--- src/rtl/hazard_stall_ctrl.sv ---
// Stall/flush sequencer for the 5-stage MIPS pipeline: load-use stall, MULT/DIV busy window with HI/LO
// interlock, taken-branch flush. Optional perf counters under HAZARD_PERF_CNT_EN.
module hazard_stall_ctrl #(
  parameter int unsigned MD_LATENCY = 32,
  parameter int unsigned CNT_W      = 8
) (
  input  logic        Clk,
  input  logic        Rst_n,
  input  logic        ID_EX_MemRead,
  input  logic [4:0]  ID_EX_RegisterRt,
  input  logic        ID_EX_MDStart,
  input  logic [4:0]  IF_ID_RegisterRs,
  input  logic [4:0]  IF_ID_RegisterRt,
  input  logic        IF_ID_UsesRt,
  input  logic        IF_ID_HiLoOp,
  input  logic        EX_BranchTaken,
`ifdef HAZARD_PERF_CNT_EN
  output logic [31:0] StallCycles,
  output logic [31:0] FlushCycles,
`endif
  output logic        PCWrite,
  output logic        IF_ID_Write,
  output logic        IF_ID_Flush,
  output logic        ID_EX_Bubble,
  output logic        MD_Busy,
  output logic        MD_Done
);

  typedef enum logic [0:0] {S_RUN, S_MD_BUSY} state_e;

  state_e           state_q, state_d;
  logic [CNT_W-1:0] cnt_q, cnt_d;
  logic             load_use, hilo_stall, done_hit;
  logic             flush_act, stall_act;

  always_comb begin
    load_use   = ID_EX_MemRead && (ID_EX_RegisterRt != 5'd0) &&
                 ((ID_EX_RegisterRt == IF_ID_RegisterRs) ||
                  (IF_ID_UsesRt && (ID_EX_RegisterRt == IF_ID_RegisterRt)));
    hilo_stall = (state_q == S_MD_BUSY) && IF_ID_HiLoOp;
    flush_act  = Rst_n && EX_BranchTaken;
    stall_act  = Rst_n && !EX_BranchTaken && (load_use || hilo_stall);
  end

  // Counter holds the busy cycles remaining including the current one, so the
  // window after the issue cycle is exactly MD_LATENCY cycles long.
  always_comb begin
    state_d  = state_q;
    cnt_d    = cnt_q;
    done_hit = 1'b0;
    case (state_q)
      S_RUN: begin
        if (ID_EX_MDStart) begin
          state_d = S_MD_BUSY;
          cnt_d   = CNT_W'(MD_LATENCY);
        end else begin
          cnt_d = '0;
        end
      end
      S_MD_BUSY: begin
        if (cnt_q <= CNT_W'(1)) begin
          done_hit = (cnt_q == CNT_W'(1));
          state_d  = S_RUN;
          cnt_d    = '0;
        end else begin
          cnt_d = cnt_q - CNT_W'(1);
        end
      end
      default: begin
        state_d = S_RUN;
        cnt_d   = '0;
      end
    endcase
  end

  always_comb begin
    PCWrite      = 1'b1;
    IF_ID_Write  = 1'b1;
    IF_ID_Flush  = 1'b0;
    ID_EX_Bubble = 1'b0;
    MD_Busy      = 1'b0;
    MD_Done      = 1'b0;
    if (!Rst_n) begin
      PCWrite      = 1'b0;
      IF_ID_Write  = 1'b0;
      IF_ID_Flush  = 1'b1;
      ID_EX_Bubble = 1'b1;
    end else begin
      MD_Busy = (state_q == S_MD_BUSY);
      MD_Done = done_hit;
      if (EX_BranchTaken) begin
        // ID instruction is squashed, so any stall it would cause is moot
        IF_ID_Flush  = 1'b1;
        ID_EX_Bubble = 1'b1;
      end else if (load_use || hilo_stall) begin
        PCWrite      = 1'b0;
        IF_ID_Write  = 1'b0;
        ID_EX_Bubble = 1'b1;
      end
    end
  end

  always_ff @(posedge Clk) begin
    if (!Rst_n) begin
      state_q <= S_RUN;
      cnt_q   <= '0;
    end else begin
      state_q <= state_d;
      cnt_q   <= cnt_d;
    end
  end

`ifdef HAZARD_PERF_CNT_EN
  logic [31:0] stall_cnt_q, flush_cnt_q;

  always_ff @(posedge Clk) begin
    if (!Rst_n) begin
      stall_cnt_q <= '0;
      flush_cnt_q <= '0;
    end else begin
      if (stall_act && (stall_cnt_q != 32'hFFFF_FFFF)) stall_cnt_q <= stall_cnt_q + 32'd1;
      if (flush_act && (flush_cnt_q != 32'hFFFF_FFFF)) flush_cnt_q <= flush_cnt_q + 32'd1;
    end
  end

  assign StallCycles = stall_cnt_q;
  assign FlushCycles = flush_cnt_q;
`else
  logic unused_perf;
  assign unused_perf = flush_act ^ stall_act;
`endif

endmodule

--- config.mk ---
export PLATFORM = sky130hd
export DESIGN_NAME = hazard_stall_ctrl
export DESIGN_NICKNAME = d
export VERILOG_FILES = /design/src/rtl/hazard_stall_ctrl.sv
export SDC_FILE = /design/constraint.sdc
export NUM_CORES = 1
export LEC_CHECK = 0
export CAP_MARGIN = 15
export CORE_AREA = 2 2 39 41
export CTS_BUF_LIST = sky130_fd_sc_hd__clkbuf_8
export CTS_CLUSTER_SIZE = 24
export DETAILED_ROUTE_END_ITERATION = 8
export DIE_AREA = 0 0 41 43
export DONT_BUFFER_PORTS = 1
export GPL_ROUTABILITY_DRIVEN = 1
export SKIP_CTS_REPAIR_TIMING = 1
export SLEW_MARGIN = 15
export SYNTH_ARGS = -nofsm -noshare
export SYNTH_HDL_FRONTEND = slang
export SYNTH_SLANG_ARGS = --single-unit
--- constraint.sdc ---
create_clock -name Clk -period 3.05 [get_ports Clk]
set_input_delay 0.1525 -clock Clk [delete_from_list [all_inputs] [get_ports Clk]]
set_output_delay 0.1525 -clock Clk [all_outputs]
set_load 0.02 [all_outputs]
==> impl_metrics.py, run 1 <==
metrics = {
    "cts": {
        "cts.sinks": 9,
        "clock_path_buffers": 2,
        "root_buffer": "clkbuf_8",
        "cts_tree": "yes",
        "clk_transition_reported_paths_ns": 0.05,
        "numCtsBuffers": 3,
        "htreeDepth": 1,
        "clock_latency_ns": 0.23,
    },
    "logic_synthesis": {
        "synth_area_um2": 563,
        "synth_xor_area_share_pct": 21.8,
        "synthDistinctLibCells": 25,
        "synth_top_cell_by_area": "dfxtp_1",
        "synth_seq_cells": 9,
        "synthTopCellsByArea": "dfxtp_1, xor2_1, xnor2_1, nor2_1, ha_1",
        "synth_compound_area_share_pct": 13.3,
        "synth_warnings": 0,
        "avgSynthCellArea_um2": 9.08,
        "synthAdderAreaFrac_pct": 4.44,
        "synth-simple-area-share_pct": 25.8,
        "syn_inst": 62,
        "synth.net_count": 86,
        "synth-seq-area-share_pct": 32.0,
        "synth_top_family_by_area": "simple AND/OR/NAND/NOR gates",
        "synth_top_area_share_pct": 32.0,
        "muxShareOfSynthArea_pct": 0,
    },
    "power_and_ir_drop": {
        "clockPowerShare_pct": 35.3,
        "p_comb_share_pct": 26.7,
        "powerDensity_mw_per_mm2": 610,
        "seq_power_share_pct": 38.0,
        "p_leak_nw": 0.261,
        "swShare_pct": 29.6,
        "peakVddDrop_mv": 0.156,
        "power.internal_mw": 0.267,
        "p_switching_mw": 0.112,
    },
    "setup_path": {
        "cp-end-kind": "primary output",
        "path_cells": "nor4_1 > and4_1",
        "ff2ff_path_depth": 4,
        "slowest_stage": "dfxtp_1",
        "r2r_start": "cnt_q[5]",
        "startpoint_type": "register",
        "path_class": "register to primary output",
        "critical_path.top_delay_family": "simple AND/OR/NAND/NOR gates",
        "cp.required_ns": 2.90,
        "r2r_end": "cnt_q[2]",
        "path_buf_inv": 0,
        "slowest_delay_ns": 0.38,
        "cp_max_fo": 5,
        "cp_data_arrival_time_ns": 1.35,
        "ff2ff_setup_slack_ns": 1.64,
    },
    "cells_and_area": {
        "mostFrequentLayoutCells": "xor2_1, dfxtp_1, nor2_1",
        "final_common_cell": "xor2_1",
        "final_util_pct": 44.8,
        "syn2layout_area_growth_pct": 10.2,
        "diodes": 0,
        "nets": 90,
        "num-fill-cells": 146,
        "drive_gt1_share_pct": 10.8,
    },
    "min_path": {
        "hold_end": "cnt_q[5]",
        "hold_path.class": "primary input to register",
        "hold_path.startpoint": "ID_EX_MDStart",
        "hold_depth": 2,
    },
    "timing": {
        "worst_hold_slack_ns": 0.103,
        "min_period_over_period_pct": 49.2,
        "relSlewSlack_pct": 57.3,
        "tightestPinTransition_ns": 0.634,
        "fin_ws_ns": 1.55,
        "finalMaxSlewViolations": 0,
        "fmax_mhz": 667,
        "finalClockSkew_ns": 0.00663,
        "hold_viol": 0,
        "finalSetupViolations": 0,
        "rsz0062_at_grt": "no",
        "tns_ns": 0,
        "min_period_ns": 1.50,
    },
    "route": {
        "via_per_inst": 5.41,
        "wl_um": 988,
        "vias": 438,
        "wl_per_cell_um": 12.2,
        "firstDrtPassIters": 3,
        "ant_nets": 0,
        "drc_errors": 0,
        "drt_iter0_markers": 5,
    },
    "grt": {
        "grt_pass1_wl_um": 1520,
        "grt_antenna_before_repair": 0,
        "grt_start_max_net_pins": 10,
        "grt_overflow": 0,
        "grt_pass1_vias": 415,
        "groute.usage.overall_pct": 12.8,
    },
    "placed_design": {
        "dpl.hpwl_um": 746,
        "portBuffers": 0,
        "dp_slack_ns": 1.56,
        "gp_congestion": 0.583,
    },
    "floorplan": {
        "rows": 14,
        "chipWidth_um": 41,
        "die_area_mm2": 0.00176,
        "initial_core_util_pct": 40.7,
        "ios": 28,
        "die_h_um": 43,
        "core_area_mm2": 0.00138,
    },
    "flow_run": {
        "drv_cap": 0,
    },
    "outcome": {
        "status": "finished, final reports clean",
    },
}
[worst register-to-register path, stage by stage, from the launching register on]
cell and delay [ns]:
dfxtp_1 0.38, nor4_1 0.37, o211ai_1 0.14, nand2_1 0.30
nor2_1 0.09
[layer usage]
layer	GRT usage (%)	wire length (µm)	up-vias	part of all wire, %
met2	19.7	473	13	48
met5	0	0	-	0
met4	10.0	11	0	1.1
met1	14.9	445	197	45
met3	1.57	58	2	5.9
li1	-	-	226	-
[sequential cells by signal, indices dropped and copies added, names as in the netlist]
register / cells
cnt_q: 8
state_q: 1
[area by class of cell]
class / instances / area (µm²) / area share (%)
Clock buffer: 3 / 41.3 / 6.65
Multi-Input combinational cell: 50 / 368 / 59.3
Sequential cell: 9 / 180 / 29.0
Clock inverter: 1 / 3.75 / 0.605
Inverter: 2 / 7.51 / 1.21
Tap cell: 16 / 20.0 / 3.23
[cells by family after synthesis]
logic type / count (synthesis)
AO/OA/AOI/OAI: 11
XOR/XNOR: 14
flip-flops: 9
buffers and inverters: 3
adder cells (fa/ha/maj): 2
AND/OR/NAND/NOR: 23
[Yosys cell counts]
master    count
or4_1         2
nand3b_1      2
o21ai_2       1
buf_4         1
and2_1        1
nor4_1        2
xor2_1       10
nor3_1        1
o311a_1       1
xnor2_1       4
nor2_1        7
and4_1        1
ha_1          2
o31ai_1       2
o211ai_1      1
nor4_4        1
a21oi_1       3
dfxtp_1       9
a32oi_1       1
nand2_1       3
o21ai_0       2
nand2b_1      1
inv_1         2
nor2_2        1
or4_4         1
[how the worst max path moves through the flow]
stage / from / end / slack (ns) / cells past startpoint
floorplan: ID_EX_RegisterRt[1] / PCWrite / 1.56 / 4
global placement: ID_EX_RegisterRt[1] / PCWrite / 1.58 / 3
detailed placement: ID_EX_RegisterRt[1] / PCWrite / 1.56 / 3
CTS: cnt_q[5] / MD_Done / 1.54 / 2
global route: cnt_q[5] / MD_Done / 1.48 / 2
finish: cnt_q[5] / MD_Done / 1.55 / 2
[metrics by stage]
| stage | cells | instance area (µm²) | total power [mW] |
|---|---|---|---|
| 3_5_place_dp | 77 | 576 | 0.245 |
| 4_1_cts | 81 | 621 | 0.383 |
| 5_1_grt | 81 | 621 | 0.400 |
| 6_report | 81 | 621 | 0.379 |
| 3_3_place_gp | 77 | 576 | 0.245 |
| 2_1_floorplan | 62 | 563 | 0.234 |
[power groups by stage]
| stage | registers [mW] | clock network [mW] | logic (mW) |
|---|---|---|---|
| after floorplan | 0.143 | 0 | 0.0912 |
| after global placement | 0.145 | 0 | 0.0995 |
| after detailed placement | 0.145 | 0 | 0.0998 |
| after CTS | 0.143 | 0.138 | 0.102 |
| after global routing | 0.145 | 0.143 | 0.112 |
| final | 0.144 | 0.134 | 0.101 |
Note: power is estimated with default switching activity, not from simulation.
==> run 2: changes to the inputs <==
--- a/config.mk
+++ b/config.mk
@@ -5,6 +5,7 @@
 export SDC_FILE = /design/constraint.sdc
 export NUM_CORES = 1
 export LEC_CHECK = 0
+export ABC_AREA = 1
 export CAP_MARGIN = 15
 export CORE_AREA = 2 2 39 41
 export CTS_BUF_LIST = sky130_fd_sc_hd__clkbuf_8
@@ -13,6 +14,7 @@
 export DIE_AREA = 0 0 41 43
 export DONT_BUFFER_PORTS = 1
 export GPL_ROUTABILITY_DRIVEN = 1
+export PLACE_DENSITY = 0.67
 export SKIP_CTS_REPAIR_TIMING = 1
 export SLEW_MARGIN = 15
 export SYNTH_ARGS = -nofsm -noshare
==> constraint.sdc (replaced) <==
create_clock -name Clk -period 1.3 [get_ports Clk]
set_input_delay 0.065 -clock Clk [delete_from_list [all_inputs] [get_ports Clk]]
set_output_delay 0.065 -clock Clk [all_outputs]
set_load 0.02 [all_outputs]
==> run 2 against run 1 <==
Net effect: sequential cell count unchanged; largest cell class unchanged; highest routed layer unchanged; hold slack worse by 0.11 ns; the run now ends with hold timing left; clock power up 140%; combinational power rose to 2.5 times the previous value; via count up 49%; clock-buffer cell count unchanged.
==> impl_metrics.py, run 2 <==
metrics = {
    "route": {
        "drt_iter0_markers": 4,
        "via_per_inst": 4.74,
        "wl_per_cell_um": 8.80,
        "wl_um": 1210,
        "firstDrtPassIters": 4,
        "ant_nets": 0,
        "vias": 654,
        "drc_errors": 0,
    },
    "timing": {
        "min_period_ns": 1.22,
        "tightestPinTransition_ns": 0.240,
        "fin_ws_ns": 0.0774,
        "finalMaxSlewViolations": 0,
        "finalSetupViolations": 0,
        "relSlewSlack_pct": 84.0,
        "fmax_mhz": 818,
        "min_period_over_period_pct": 94.0,
        "worst_hold_slack_ns": -0.00510,
        "rsz0062_at_grt": "yes",
        "hold_viol": 1,
        "finalClockSkew_ns": 0.00121,
    },
    "setup_path": {
        "cp.required_ns": 1.24,
        "startpoint_type": "register",
        "cp_data_arrival_time_ns": 1.16,
        "cp_max_fo": 2,
        "ff2ff_path_depth": 7,
        "path_class": "register to primary output",
        "cp-end-kind": "primary output",
    },
    "cells_and_area": {
        "largest_register_ffs": 8,
        "nets": 147,
        "diodes": 0,
        "syn2layout_area_growth_pct": 13.4,
        "mostFrequentLayoutCells": "nand2_1, inv_1, nor2_1",
        "final_common_cell": "nand2_1",
        "regMostFlops": "cnt_q",
        "drive_gt1_share_pct": 12.3,
        "largest_registers": "cnt_q x8, state_q x1",
        "final_util_pct": 54.4,
    },
    "floorplan": {
        "core_area_mm2": 0.00138,
        "chipWidth_um": 41,
        "initial_core_util_pct": 48.0,
        "die_h_um": 43,
        "rows": 14,
        "ios": 28,
        "die_area_mm2": 0.00176,
    },
    "grt": {
        "grt_start_max_net_pins": 8,
        "grt_antenna_before_repair": 0,
        "grt_pass1_vias": 556,
        "grt_pass1_wl_um": 1940,
        "grt_overflow": 0,
        "groute.usage.overall_pct": 16.8,
    },
    "cts": {
        "cts_tree": "yes",
        "numCtsBuffers": 3,
        "root_buffer": "clkbuf_8",
        "htreeDepth": 1,
        "cts.sinks": 9,
        "clk_transition_reported_paths_ns": 0.05,
        "clock_path_buffers": 2,
        "clock_latency_ns": 0.23,
    },
    "power_and_ir_drop": {
        "peakVddDrop_mv": 0.596,
        "design_power_total_mw": 0.900,
        "p_leak_nw": 0.452,
        "powerDensity_mw_per_mm2": 1190,
    },
    "min_path": {
        "hold_path.class": "primary input to register",
        "hold_depth": 2,
    },
    "outcome": {
        "status": "finished with violations",
        "violations": "hold timing",
    },
    "logic_synthesis": {
        "synth_top_cell_by_area": "dfxtp_1",
        "yosys-top-cells-count": "nand2_1, inv_1, nor2_1",
        "synthTopCellsByArea": "dfxtp_1, nand2_1, inv_1, nor2_1, nand3_1",
        "synth_top_area_share_pct": 27.1,
        "synth_edf_count": 0,
        "yosysMostFrequentCell": "nand2_1",
        "synth_warnings": 0,
        "synth_seq_cells": 9,
        "synth-main-ff-cell": "dfxtp_1",
        "synth-seq-area-share_pct": 27.1,
        "async_flop_share_pct": 0,
        "synth.net_count": 141,
        "synthDistinctLibCells": 20,
        "synth_area_um2": 664,
        "avgSynthCellArea_um2": 5.68,
        "syn_inst": 117,
    },
    "placed_design": {
        "dpl.hpwl_um": 971,
        "gp_congestion": 0.674,
        "portBuffers": 0,
        "dp_slack_ns": 0.0293,
    },
    "flow_run": {
        "drv_cap": 0,
    },
}
==> run 2: cell type report <==
| type | instances | area (µm²) |
|---|---|---|
| clock inverter | 1 | 3.75 |
| multi-input combinational | 82 | 399 |
| fill | 134 | 631 |
| inverter | 25 | 93.8 |
| clock buffer | 3 | 41.3 |
| timing repair buffer | 2 | 15.0 |
| tap | 16 | 20.0 |
| sequential | 9 | 180 |
==> run 2: worst max-delay path, stage by stage (launching register included) <==
cell and delay, ns:
dfxtp_1 0.31, inv_1 0.07, ha_1 0.13, nand2_1 0.09, nor3_2 0.16, buf_4 0.16
==> run 2: kinds of logic after synthesis <==
| family | after synthesis | share of synthesized area, % |
|---|---|---|
| DFF | 9 | 27.1 |
| xor gates and xnor gates | 2 | 2.64 |
| buffers and inverters | 26 | 15.3 |
| and+or+nand+nor | 68 | 43.1 |
| adders and majority gates | 2 | 3.77 |
| AOI/OAI and AO/OA | 10 | 8.10 |
==> run 2: metrics by stage <==
stage                     instances  cell area [µm²]  TNS (ns)
after CTS                       138              737         0
after detailed placement        134              692         0
after global placement          134              692         0
after global routing            138              753   -0.0275
after floorplan                 117              664         0
final                           138              753         0
==> run 2: path summary, 6_finish.rpt <==
kind | from | to | slack [ns]
worst min register to register | cnt_q[0] | cnt_q[0] | 0.44
worst max-delay path | cnt_q[1] | MD_Done | 0.08
worst min-delay path | ID_EX_MDStart | state_q | -0.005
worst max register to register | cnt_q[0] | cnt_q[2] | 0.08
==> run 2: per-layer routing <==
metal | vias up | GRT usage (%) | share of wire, %
met5 | - | 0 | 0
met4 | 0 | 16.0 | 3.8
met3 | 4 | 4.19 | 6.0
met2 | 21 | 25.6 | 48
met1 | 271 | 17.1 | 42
li1 | 358 | - | -
==> run 2: power breakdown <==
group	internal (mW)	switching (mW)
Clock	0.206	0.114
Combinational	0.0977	0.155
Sequential	0.303	0.0229
==> run 3: changes to the inputs <==
==> constraint.sdc (replaced) <==
create_clock -name Clk -period 1.3 [get_ports Clk]
set_input_delay 0.13 -clock Clk [delete_from_list [all_inputs] [get_ports Clk]]
set_output_delay 0.13 -clock Clk [all_outputs]
set_load 0.02 [all_outputs]
==> run 3 against run 2 <==
Net effect: the run now ends clean; first-iteration DRC count rose by 130%; cell area rose by 2.5%; critical path type is now register to register; clock-buffer cell count did not move; largest cell class unchanged; critical endpoint is now state_q; critical path depth increased by 2; hold slack better by 0.085 ns; clock skew rose by 0.0019 ns.
==> impl_metrics.py, run 3 (same netlist as run 2, synthesis figures left out) <==
metrics = {
    "setup_path": {
        "slowest_delay_ns": 0.32,
        "cp.required_ns": 1.42,
        "startpoint_type": "register",
        "cp-end-kind": "register",
        "ff2ff_setup_slack_ns": 0.03,
        "slowest_stage": "dfxtp_2",
        "path_cells": "inv_1 > ha_2 > nand2_2 > a21oi_1 > nor2_2 > inv_2 > o21ai_2",
        "cp_max_fo": 7,
        "path_class": "register to register",
        "r2r_start": "cnt_q[0]",
        "crit_path_start": "cnt_q[0]",
        "cp_data_arrival_time_ns": 1.39,
    },
    "cells_and_area": {
        "multiInputGateArea_um2": 407,
        "diodes": 0,
        "final_util_pct": 55.8,
        "nets": 148,
        "regArea_um2": 184,
        "syn2layout_area_growth_pct": 16.2,
        "drive_gt1_share_pct": 17.1,
        "num-fill-cells": 142,
        "stdcell_area_um2": 772,
        "largest_registers": "cnt_q x8, state_q x1",
        "final_common_cell": "nand2_1",
        "regMostFlops": "cnt_q",
        "largest_register_ffs": 8,
        "mostFrequentLayoutCells": "nand2_1, inv_1, nor2_1",
    },
    "route": {
        "ant_nets": 0,
        "vias": 674,
        "wl_per_cell_um": 10.4,
        "firstDrtPassIters": 6,
        "drt_iter0_markers": 9,
        "drc_errors": 0,
        "wl_um": 1450,
        "via_per_inst": 4.85,
    },
    "timing": {
        "finalSetupViolations": 0,
        "relSlewSlack_pct": 84.6,
        "finalMaxSlewViolations": 0,
        "fmax_mhz": 786,
        "min_period_ns": 1.27,
        "rsz0062_at_grt": "yes",
        "tightestPinTransition_ns": 0.230,
        "min_period_over_period_pct": 97.9,
        "hold_viol": 0,
        "finalClockSkew_ns": 0.00306,
    },
    "cts": {
        "htreeDepth": 1,
        "numCtsBuffers": 3,
        "root_buffer": "clkbuf_8",
        "clock_latency_ns": 0.23,
        "cts_tree": "yes",
        "clock_path_buffers": 2,
        "clk_transition_reported_paths_ns": 0.05,
        "cts.sinks": 9,
    },
    "outcome": {
        "status": "finished, final reports clean",
    },
    "grt": {
        "grt_start_max_net_pins": 8,
        "grt_pass1_wl_um": 2080,
        "grt_antenna_before_repair": 0,
        "grt_overflow": 0,
        "groute.usage.overall_pct": 17.4,
        "grt_pass1_vias": 573,
    },
    "power_and_ir_drop": {
        "clockPowerShare_pct": 34.3,
        "p_leak_nw": 0.464,
        "powerDensity_mw_per_mm2": 1200,
        "p_switching_mw": 0.312,
        "p_comb_share_pct": 30.1,
        "power.internal_mw": 0.615,
        "swShare_pct": 33.7,
        "seq_power_share_pct": 35.7,
        "peakVddDrop_mv": 0.432,
    },
    "placed_design": {
        "portBuffers": 0,
        "placed_cell_area_um2": 696,
        "gp_congestion": 0.704,
        "dpl.hpwl_um": 1050,
    },
    "flow_run": {
        "drv_cap": 0,
    },
    "floorplan": {
        "chipWidth_um": 41,
        "die_area_mm2": 0.00176,
        "rows": 14,
        "core_area_mm2": 0.00138,
        "ios": 28,
        "die_h_um": 43,
        "initial_core_util_pct": 48.0,
    },
    "min_path": {
        "hold_path.startpoint": "ID_EX_MDStart",
        "hold_path.class": "primary input to register",
    },
}
run 3: per-stage QoR:
step           std cells  hold WS (ns)  TNS (ns)  setup WS (ns)  power [mW]
3_3_place_gp         134         0.306         0         0.0741       0.569
2_1_floorplan        117         0.294         0          0.106       0.536
3_5_place_dp         134         0.320         0         0.0114       0.576
6_report             139        0.0796         0         0.0279       0.927
4_1_cts              138        0.0783   -0.0401        -0.0376       0.894
5_1_grt              139        0.0918   -0.0747        -0.0222       0.971
run 3: critical path: cells and delay by family (launching register included):
kind                     cells  cell delay [ns]
AO/OA/AOI/OAI                2             0.24
buffers and inverters        2             0.23
adder cells (fa/ha/maj)      1             0.22
AND/OR/NAND/NOR              2             0.15
flip-flops                   1             0.32
run 3: power by group through the flow:
stage                     combinational (mW)  clock [mW]  sequential (mW)
final                                  0.279       0.318            0.331
after detailed placement               0.246           0            0.331
after global placement                 0.240           0            0.329
after CTS                              0.249       0.320            0.325
after global routing                   0.309       0.328            0.334
after floorplan                        0.211           0            0.325
run 3: path summary, 6_finish.rpt:
kind / endpoint / depth (start not counted)
setup / recovery: state_q / 7
hold / removal: state_q / 2
setup reg to reg: state_q / 7
hold reg to reg: cnt_q[0] / 1
run 3: layout make-up:
| cell class | count | share of cell area, % |
|---|---|---|
| clock buffers | 3 | 5.35 |
| inverters | 25 | 12.2 |
| well taps | 16 | 2.59 |
| flip-flops and latches | 9 | 23.8 |
| repair buffers | 3 | 2.92 |
| multi-input cells | 82 | 52.7 |
| clock inverters | 1 | 0.486 |
run 3: per-layer routing:
layer	global-route usage [%]	up-vias	wire [µm]
met3	3.14	0	73
met5	0	-	0
met4	8.00	0	0
met1	17.4	293	553
li1	-	361	-
met2	31.6	20	826
